File: src/rtl/wave_gen.sv
// -----------------------------------------------------------------------------
// wave_gen -- programmable single-bit waveform generator
//
// Purpose
//   Runs a phase counter from 0 up to a terminal count and turns it into one of
//   four waveforms:
//     00 PATTERN : bit pat[phase] of a small writable pattern table
//     01 PWM     : high while phase < duty
//     10 SQUARE  : level that toggles each time the counter wraps
//     11 ONESHOT : pattern table, one pass per start trigger
//   The raw waveform is ANDed with the qualifier 'a' and with busy.
//
// Ports
//   clk        in   single clock, rising edge
//   rst_n      in   asynchronous active-low reset
//   en         in   run enable for PATTERN / PWM / SQUARE
//   start      in   level-sampled trigger for ONESHOT
//   a          in   output qualifier
//   mode       in   [1:0] waveform selection
//   period     in   [CNT_W-1:0] terminal count (cycle length period+1)
//   duty       in   [CNT_W-1:0] PWM high count
//   pat_wr     in   pattern table write strobe
//   pat_addr   in   [CNT_W-1:0] pattern table write address
//   pat_data   in   pattern table write data
//   out        out  qualified waveform
//   phase      out  [CNT_W-1:0] current counter value
//   busy       out  high while the FSM is in RUN
//   wrap       out  high in the running cycle where phase equals the
//                   latched terminal count
//
// Configuration
//   WAVE_GEN_OUT_REG_EN  defined : 'out' comes from a flop (one cycle later)
//                        absent  : 'out' is combinational from state and 'a'
// -----------------------------------------------------------------------------
module wave_gen #(
    parameter int CNT_W = 3
) (
    input  logic             clk,
    input  logic             rst_n,
    input  logic             en,
    input  logic             start,
    input  logic             a,
    input  logic [1:0]       mode,
    input  logic [CNT_W-1:0] period,
    input  logic [CNT_W-1:0] duty,
    input  logic             pat_wr,
    input  logic [CNT_W-1:0] pat_addr,
    input  logic             pat_data,
    output logic             out,
    output logic [CNT_W-1:0] phase,
    output logic             busy,
    output logic             wrap
);

    localparam int DEPTH = 1 << CNT_W;

    localparam logic [1:0] MODE_PATTERN = 2'b00;
    localparam logic [1:0] MODE_PWM     = 2'b01;
    localparam logic [1:0] MODE_SQUARE  = 2'b10;
    localparam logic [1:0] MODE_ONESHOT = 2'b11;

    localparam logic [CNT_W-1:0] PHASE_ZERO = '0;
    localparam logic [CNT_W-1:0] PHASE_ONE  = CNT_W'(1);

    typedef enum logic [1:0] {
        ST_IDLE = 2'd0,
        ST_RUN  = 2'd1,
        ST_DONE = 2'd2
    } state_t;

    // -------------------------------------------------------------------------
    // State
    // -------------------------------------------------------------------------
    state_t           state_q,  state_d;
    logic [CNT_W-1:0] phase_q,  phase_d;
    logic [1:0]       mode_q,   mode_d;
    logic [CNT_W-1:0] period_q, period_d;
    logic [CNT_W-1:0] duty_q,   duty_d;
    logic             sq_q,     sq_d;
    logic [DEPTH-1:0] pat_q;

    logic [DEPTH-1:0] pat_we;
    logic             at_term;
    logic             launch;
    logic             wave;
    logic             out_comb;

    // -------------------------------------------------------------------------
    // Status decode
    // -------------------------------------------------------------------------
    assign busy    = (state_q == ST_RUN);
    assign at_term = (phase_q == period_q);
    assign wrap    = busy & at_term;
    assign phase   = phase_q;

    // Launch condition depends on the live mode input: ONESHOT is started by
    // 'start', every other mode by 'en'.
    assign launch  = (mode == MODE_ONESHOT) ? start : en;

    // -------------------------------------------------------------------------
    // Pattern table: one flop per entry so reset can clear it. Write decode is
    // one enable per entry. A read in the write cycle sees the old contents
    // because the read path is taken straight from the flops.
    // -------------------------------------------------------------------------
    for (genvar gi = 0; gi < DEPTH; gi++) begin : g_pat_we
        assign pat_we[gi] = pat_wr && (pat_addr == CNT_W'(gi));
    end

    always_ff @(posedge clk or negedge rst_n) begin
        if (!rst_n) begin
            pat_q <= '0;
        end else begin
            for (int i = 0; i < DEPTH; i++) begin
                if (pat_we[i]) begin
                    pat_q[i] <= pat_data;
                end
            end
        end
    end

    // -------------------------------------------------------------------------
    // FSM + counter: state register
    // -------------------------------------------------------------------------
    always_ff @(posedge clk or negedge rst_n) begin
        if (!rst_n) begin
            state_q  <= ST_IDLE;
            phase_q  <= '0;
            mode_q   <= '0;
            period_q <= '0;
            duty_q   <= '0;
            sq_q     <= 1'b0;
        end else begin
            state_q  <= state_d;
            phase_q  <= phase_d;
            mode_q   <= mode_d;
            period_q <= period_d;
            duty_q   <= duty_d;
            sq_q     <= sq_d;
        end
    end

    // -------------------------------------------------------------------------
    // FSM + counter: next state
    // Configuration is only sampled at launch and at each wrap, so mid-run
    // changes to mode/period/duty finish the current cycle untouched.
    // -------------------------------------------------------------------------
    always_comb begin
        state_d  = state_q;
        phase_d  = phase_q;
        mode_d   = mode_q;
        period_d = period_q;
        duty_d   = duty_q;

        // SQUARE level toggles on every wrap, including period==0 where
        // every running cycle is a wrap.
        sq_d     = sq_q ^ wrap;

        unique case (state_q)
            ST_IDLE: begin
                if (launch) begin
                    state_d  = ST_RUN;
                    phase_d  = PHASE_ZERO;
                    mode_d   = mode;
                    period_d = period;
                    duty_d   = duty;
                end
            end

            ST_RUN: begin
                if ((mode_q != MODE_ONESHOT) && !en) begin
                    // Continuous modes stop as soon as enable drops.
                    state_d = ST_IDLE;
                    phase_d = PHASE_ZERO;
                end else if (at_term) begin
                    // End of cycle: restart the counter and pick up any new
                    // configuration. A one-shot run ends here instead.
                    if (mode_q == MODE_ONESHOT) begin
                        state_d = ST_DONE;
                    end
                    phase_d  = PHASE_ZERO;
                    mode_d   = mode;
                    period_d = period;
                    duty_d   = duty;
                end else begin
                    // phase_q < period_q here, so this increment cannot wrap
                    // the CNT_W-bit counter.
                    phase_d = phase_q + PHASE_ONE;
                end
            end

            ST_DONE: begin
                // Wait for start to be released so a held trigger does not
                // fire a second pass.
                if (!start) begin
                    state_d = ST_IDLE;
                end
            end

            default: begin
                state_d = ST_IDLE;
                phase_d = PHASE_ZERO;
            end
        endcase
    end

    // -------------------------------------------------------------------------
    // Waveform selection (from latched mode, so it only changes at a wrap)
    // -------------------------------------------------------------------------
    always_comb begin
        wave = 1'b0;
        unique case (mode_q)
            MODE_PATTERN: wave = pat_q[phase_q];
            MODE_PWM:     wave = (phase_q < duty_q);
            MODE_SQUARE:  wave = sq_q;
            MODE_ONESHOT: wave = pat_q[phase_q];
            default:      wave = 1'b0;
        endcase
    end

    // busy gates the output so IDLE and DONE always drive 0.
    assign out_comb = wave & a & busy;

`ifdef WAVE_GEN_OUT_REG_EN
    logic out_q;

    always_ff @(posedge clk or negedge rst_n) begin
        if (!rst_n) begin
            out_q <= 1'b0;
        end else begin
            out_q <= out_comb;
        end
    end

    assign out = out_q;
`else
    assign out = out_comb;
`endif

endmodule

File: config.mk
export PLATFORM = sky130hd
export DESIGN_NAME = wave_gen
export DESIGN_NICKNAME = d
export VERILOG_FILES = /design/src/rtl/wave_gen.sv
export SDC_FILE = /design/constraint.sdc
export NUM_CORES = 1
export LEC_CHECK = 0
export ABC_CLOCK_PERIOD_IN_PS = 2400
export CAP_MARGIN = 20
export CORE_ASPECT_RATIO = 2
export CORE_MARGIN = 4
export CORE_UTILIZATION = 45
export CTS_CLUSTER_DIAMETER = 40
export DETAILED_ROUTE_END_ITERATION = 8
export HOLD_SLACK_MARGIN = 0.06
export PLACE_DENSITY = 0.74
export REMOVE_ABC_BUFFERS = 1
export SLEW_MARGIN = 20
export SYNTH_ARGS = -nofsm -noshare
export SYNTH_HDL_FRONTEND = slang
export SYNTH_SLANG_ARGS = --single-unit
export TNS_END_PERCENT = 1
File: constraint.sdc
create_clock -name clk -period 2.4 [get_ports clk]
set_input_delay 0.48 -clock clk [delete_from_list [all_inputs] [get_ports clk]]
set_output_delay 0.48 -clock clk [all_outputs]
set_load 0.02 [all_outputs]
==> impl_metrics.ini, run 1 <==
[power_and_ir_drop]
irDropWorstVdd_mv = 0.582
p_leak_nw = 0.705
fin_total_pwr_mw = 1.62
powerDensity_nw_per_um2 = 1040

[finish]
fin_nets = 157
utilization_pct = 59.7
layout-drive-gt1-share_pct = 22.9
synthToLayoutAreaGrowth_pct = 25.4
antenna_cells = 0

[sta]
rsz0062_at_grt = true
final-setup-viol-count = 0
hold_viol_final = 0
relSlewSlack_pct = 72.7
min_period_ns = 2.26
skew_ns = 0.00521
final_max_slew_viol_count = 0
max_slew.worst_pin.slew_ns = 0.408
fmax_mhz = 442
min_period_over_period_pct = 94.2

[worst_setup_path]
cp_slowest_cell = dfrtp_1
path_depth = 4
rrSetupSlack_ns = 0.49
crit_buf_inv = 1
end_kind = output port
critPathMaxFanout = 9
required_ns = 1.92
path_cells = xor2_1 > nor3_4 > and2_1 > dlygate4sd2_1
cp_top_family = flip-flops
startpoint_type = flip-flop
critPathMaxStageDelay_ns = 0.51
cp_data_arrival_time_ns = 1.78
rr_worst_depth = 4
r2r-start = mode_q[0]
worstSetupPathType = reg -> out
endpoint = wrap
startpoint = phase[0]
r2r-end = duty_q[0]

[clocking]
postCtsHoldBufs = 0
cts_root_buf = clkbuf_8
clkLatencyLatePin_ns = 0.26
cts_tree = yes
post_cts_buffers = 0
cts_buffers = 3
cts_buffer_depth = 2
cts.sinks = 22
cts.reportedPaths.clkPinSlew_ns = 0.08
cts-htree-levels = 1

[placed_design]
gp_congestion = 0.819
portBuffers = 23
hpwlAfterDp_um = 2050

[job]
drv_cap = 0

[routing]
drtIter0Drc = 26
drt-pass1-iter-count = 3
num_vias = 863
routed_via_density = 5.43
wirelength_um = 2530
ant_nets = 0
routedWlPerCell_um = 15.9
drc_errors = 0

[global_route]
grt_pass1_vias = 917
grt_pass1_wl_um = 4200
grt_start_max_net_pins = 23
antenna_found_initial = 0
grt_remaining_overflow = 0
grt_usage_pct = 15.9

[logic_synthesis]
synth_edf_count = 0
yosysSeqAreaShare_pct = 44.4
netlist-cell-type-count = 34
yosys_warnings = 0
synth_area_per_cell_um2 = 12.0
async_flop_share_pct = 100
synth-seq-cells = 22
netlist_instances = 103
ys.flop_type = dfrtp_1
syn_area_um2 = 1240

[die]
die_h_um = 82.2
fp-row-count = 26
die_x_um = 45.1
coreArea_um2 = 2600
initial_utilization_pct = 47.6
io_pins = 24
die_area_um2 = 3710

[run_status]
status = completed

[hold_path]
holdCritPathClass = reg -> reg
## state kept, by name, summed over array words and instances, names as in the netlist
signal / count
duty_q: 3
mode_q: 2
pat_q: 8
period_q: 3
phase: 3
sq_q: 1
state_q: 2
## worst min-delay path by stage
| stage | from | end | slack, ns | depth (start not counted) |
|---|---|---|---|---|
| floorplan | rst_n | duty_q[0] | 0.18 | 0 |
| global route | sq_q | sq_q | 0.50 | 1 |
| CTS | sq_q | sq_q | 0.48 | 1 |
| global placement | sq_q | sq_q | 0.46 | 1 |
| finish | sq_q | sq_q | 0.48 | 1 |
| detailed placement | sq_q | sq_q | 0.46 | 1 |
## layout by cell type (no fill, tap or decap), drive strengths merged, types with 2 or more instances in the layout
cell	n
mux2i	4
nand4b	2
dfrtp	22
clkdlybuf4s50	21
nor2	4
nor3b	2
or2	2
nand2	4
clkbuf	4
inv	5
nor2b	2
xor2	4
nor3	4
buf	4
nand2b	2
ha	6
nor4b	2
mux2	17
a21oi	3
nand3	3
## report_power, final
part           total, mW  internal (mW)  switching (mW)
combinational      0.759          0.409           0.351
sequential         0.636          0.507           0.129
clock              0.225          0.112           0.113
total               1.62           1.03           0.593
## kinds of logic (layout without fill, tap and decap cells)
kind of cell    Yosys count  count (layout)  synth area share [%]
xor+xnor                  4               4                  2.83
fa+ha+maj                 6               6                  6.06
mux                      21              21                  19.9
simple gates             30              30                  14.8
flops                    22              22                  44.4
compound gates           13              13                  9.09
buf+inv                   7              35                  2.83
## cell usage after synthesis, types with 2 or more instances
library cell	count	area (um2)
dfrtp_1	22	551
mux2_2	13	146
ha_1	6	75.1
inv_1	5	18.8
mux2_4	4	60.1
mux2i_1	4	40.0
nand2_1	4	15.0
nor2_1	4	15.0
xor2_1	4	35.0
a21oi_1	3	15.0
nand3_1	3	15.0
nor3_1	3	15.0
nand2b_1	2	12.5
nand4b_1	2	17.5
nor2b_1	2	12.5
nor3b_1	2	15.0
nor4b_1	2	17.5
or2_2	2	12.5
## stage by stage
stage                     instance area [um2]  setup WS, ns   TNS, ns  hold WS [ns]  cells
final                                    1550         0.139         0         0.476    159
after global routing                     1550      -0.00528  -0.00528         0.496    159
after CTS                                1560        0.0832         0         0.476    159
after detailed placement                 1520        0.0842         0         0.462    156
after global placement                   1520         0.109         0         0.465    156
after floorplan                          1220         0.358         0         0.184    101
## what timing repair did
item                       4_1_cts  5_1_grt
resized for setup                2        3
cloned                           0        0
setup endpoints to repair        2        2
pin swaps                        1        0
## metal layers
metal / global-route usage [%] / share of wire [%] / vias to the layer above
met4: 7.04 / 1.7 / 0
met2: 30.1 / 58 / 17
met3: 1.95 / 3.6 / 5
li1: - / - / 431
met5: 0 / 0 / -
met1: 16.5 / 37 / 410
## area by class of cell
class | instances | area (um2)
tap | 28 | 35.0
clock buffer | 3 | 41.3
sequential | 22 | 551
timing repair buffer | 27 | 254
fill | 232 | 1050
multi-input combinational | 74 | 653
inverter | 5 | 18.8
Power figures use the tool's default switching activity.
==> run 2: changes to the inputs <==
==> constraint.sdc (replaced) <==
create_clock -name clk -period 2.4 [get_ports clk]
set_input_delay 0.48 -clock clk [delete_from_list [all_inputs] [get_ports clk]]
set_output_delay 0.48 -clock clk [all_outputs]
set_load 0.1 [all_outputs]
==> impl_metrics.ini, run 2 (same netlist as run 1, synthesis figures left out) <==
[run_status]
status = completed

[power_and_ir_drop]
fin_total_pwr_mw = 1.95
irDropWorstVdd_mv = 0.607
powerDensity_nw_per_um2 = 1220
p_leak_nw = 0.717

[hold_path]
whs_endpoint = sq_q
whs_path_depth = 1
min-delay-start = sq_q
holdCritPathClass = reg -> reg

[placed_design]
gp_congestion = 0.803
portBuffers = 23
dp_slack_ns = 0.148
hpwlAfterDp_um = 1940
placed_cells = 154

[global_route]
grt_pass1_wl_um = 4010
antenna_found_initial = 0
grt_remaining_overflow = 0
grt_pass1_vias = 947
grt_usage_pct = 14.5
grt_start_max_net_pins = 23

[sta]
fin_ws_ns = 0.115
max_slew.worst_pin.slew_ns = 0.450
hold_viol_final = 0
final_max_slew_viol_count = 0
rsz0062_at_grt = false
whs_ns = 0.490
fmax_mhz = 438
min_period_over_period_pct = 95.2
final-setup-viol-count = 0
min_period_ns = 2.29
skew_ns = 0.00351
relSlewSlack_pct = 69.8

[finish]
synthToLayoutAreaGrowth_pct = 28.3
fin_nets = 157
final_common_cell = dfrtp_1
nFillCells = 217
antenna_cells = 0
multi_input_area_um2 = 658
ff_latch_area_um2 = 553
largest_reg_flops = 8
largest_register = pat_q
layout-drive-gt1-share_pct = 29.0
mostFrequentLayoutCells = dfrtp_1 (20), clkdlybuf4s50_1 (17), mux2_2 (13), buf_4 (7), ha_1 (6)
fin_cells = 159

[routing]
routedWlPerCell_um = 15.1
num_vias = 889
drt-pass1-iter-count = 3
drtIter0Drc = 6
drc_errors = 0
wirelength_um = 2410
ant_nets = 0
routed_via_density = 5.59

[die]
die_x_um = 45.1
io_pins = 24
die_h_um = 82.2
die_area_um2 = 3710
initial_utilization_pct = 47.6
coreArea_um2 = 2600
fp-row-count = 26

[worst_setup_path]
r2r-end = duty_q[0]
cp_data_arrival_time_ns = 1.81
rrSetupSlack_ns = 0.50
crit_buf_inv = 1
startpoint_type = flip-flop
critPathMaxStageDelay_ns = 0.48
r2r-start = mode_q[0]
end_kind = output port
required_ns = 1.92
path_cells = ha_1 > a21oi_1 > a21boi_0 > nor3_2 > buf_12
worstSetupPathType = reg -> out
cp_top_family = flip-flops
rr_worst_depth = 4
critPathMaxFanout = 10
startpoint = phase[2]
cp_slowest_cell = dfrtp_2

[job]
drv_cap = 0

[clocking]
cts.reportedPaths.clkPinSlew_ns = 0.08
cts_buffers = 3
cts_root_buf = clkbuf_8
cts-htree-levels = 1
clkLatencyLatePin_ns = 0.26
cts.sinks = 22
cts_tree = yes
cts_buffer_depth = 2
postCtsHoldBufs = 0
==> run 2: routing by layer <==
layer / track usage [%] / part of all wire, %
met1: 14.0 / 36
met2: 27.7 / 58
met3: 1.95 / 3.9
met4: 7.62 / 2.4
met5: 0 / 0
==> run 2: report_power, final <==
group,switching (mW),internal (mW),total [mW],leakage (nW)
sequential,0.136,0.508,0.645,0.265
clock,0.120,0.112,0.232,0.0216
combinational,0.592,0.477,1.07,0.431
total,0.848,1.10,1.95,0.717
==> run 2: how the worst max path moves through the flow <==
stage | to | slack [ns] | cells after the start
detailed placement | period_q[0] | 0.15 | 5
global route | out | 0.05 | 5
global placement | duty_q[2] | 0.22 | 5
CTS | wrap | 0.01 | 4
finish | out | 0.11 | 5
floorplan | out | -2.26 | 3
==> run 2: repair_timing <==
item	4_1_cts	5_1_grt
pin swaps	0	1
endpoints found under the hold margin	0	0
cloned	0	0
resized for setup	1	2
setup buffers	0	2
endpoints found under the setup margin	1	2
==> run 2: stage by stage <==
step	area (um2)	util, %	TNS, ns
4_1_cts	1570	60.4	0
5_1_grt	1590	61.1	0
2_1_floorplan	1220	-	-9.45
6_report	1590	61.1	0
3_5_place_dp	1530	58.6	0
3_3_place_gp	1530	58.6	0
==> run 2: cell type report <==
class                      count  area share (%)
multi-input combinational     74            41.4
sequential                    22            34.8
timing repair buffer          27            17.8
clock buffer                   3            2.60
tap                           28            2.20
inverter                       5            1.18
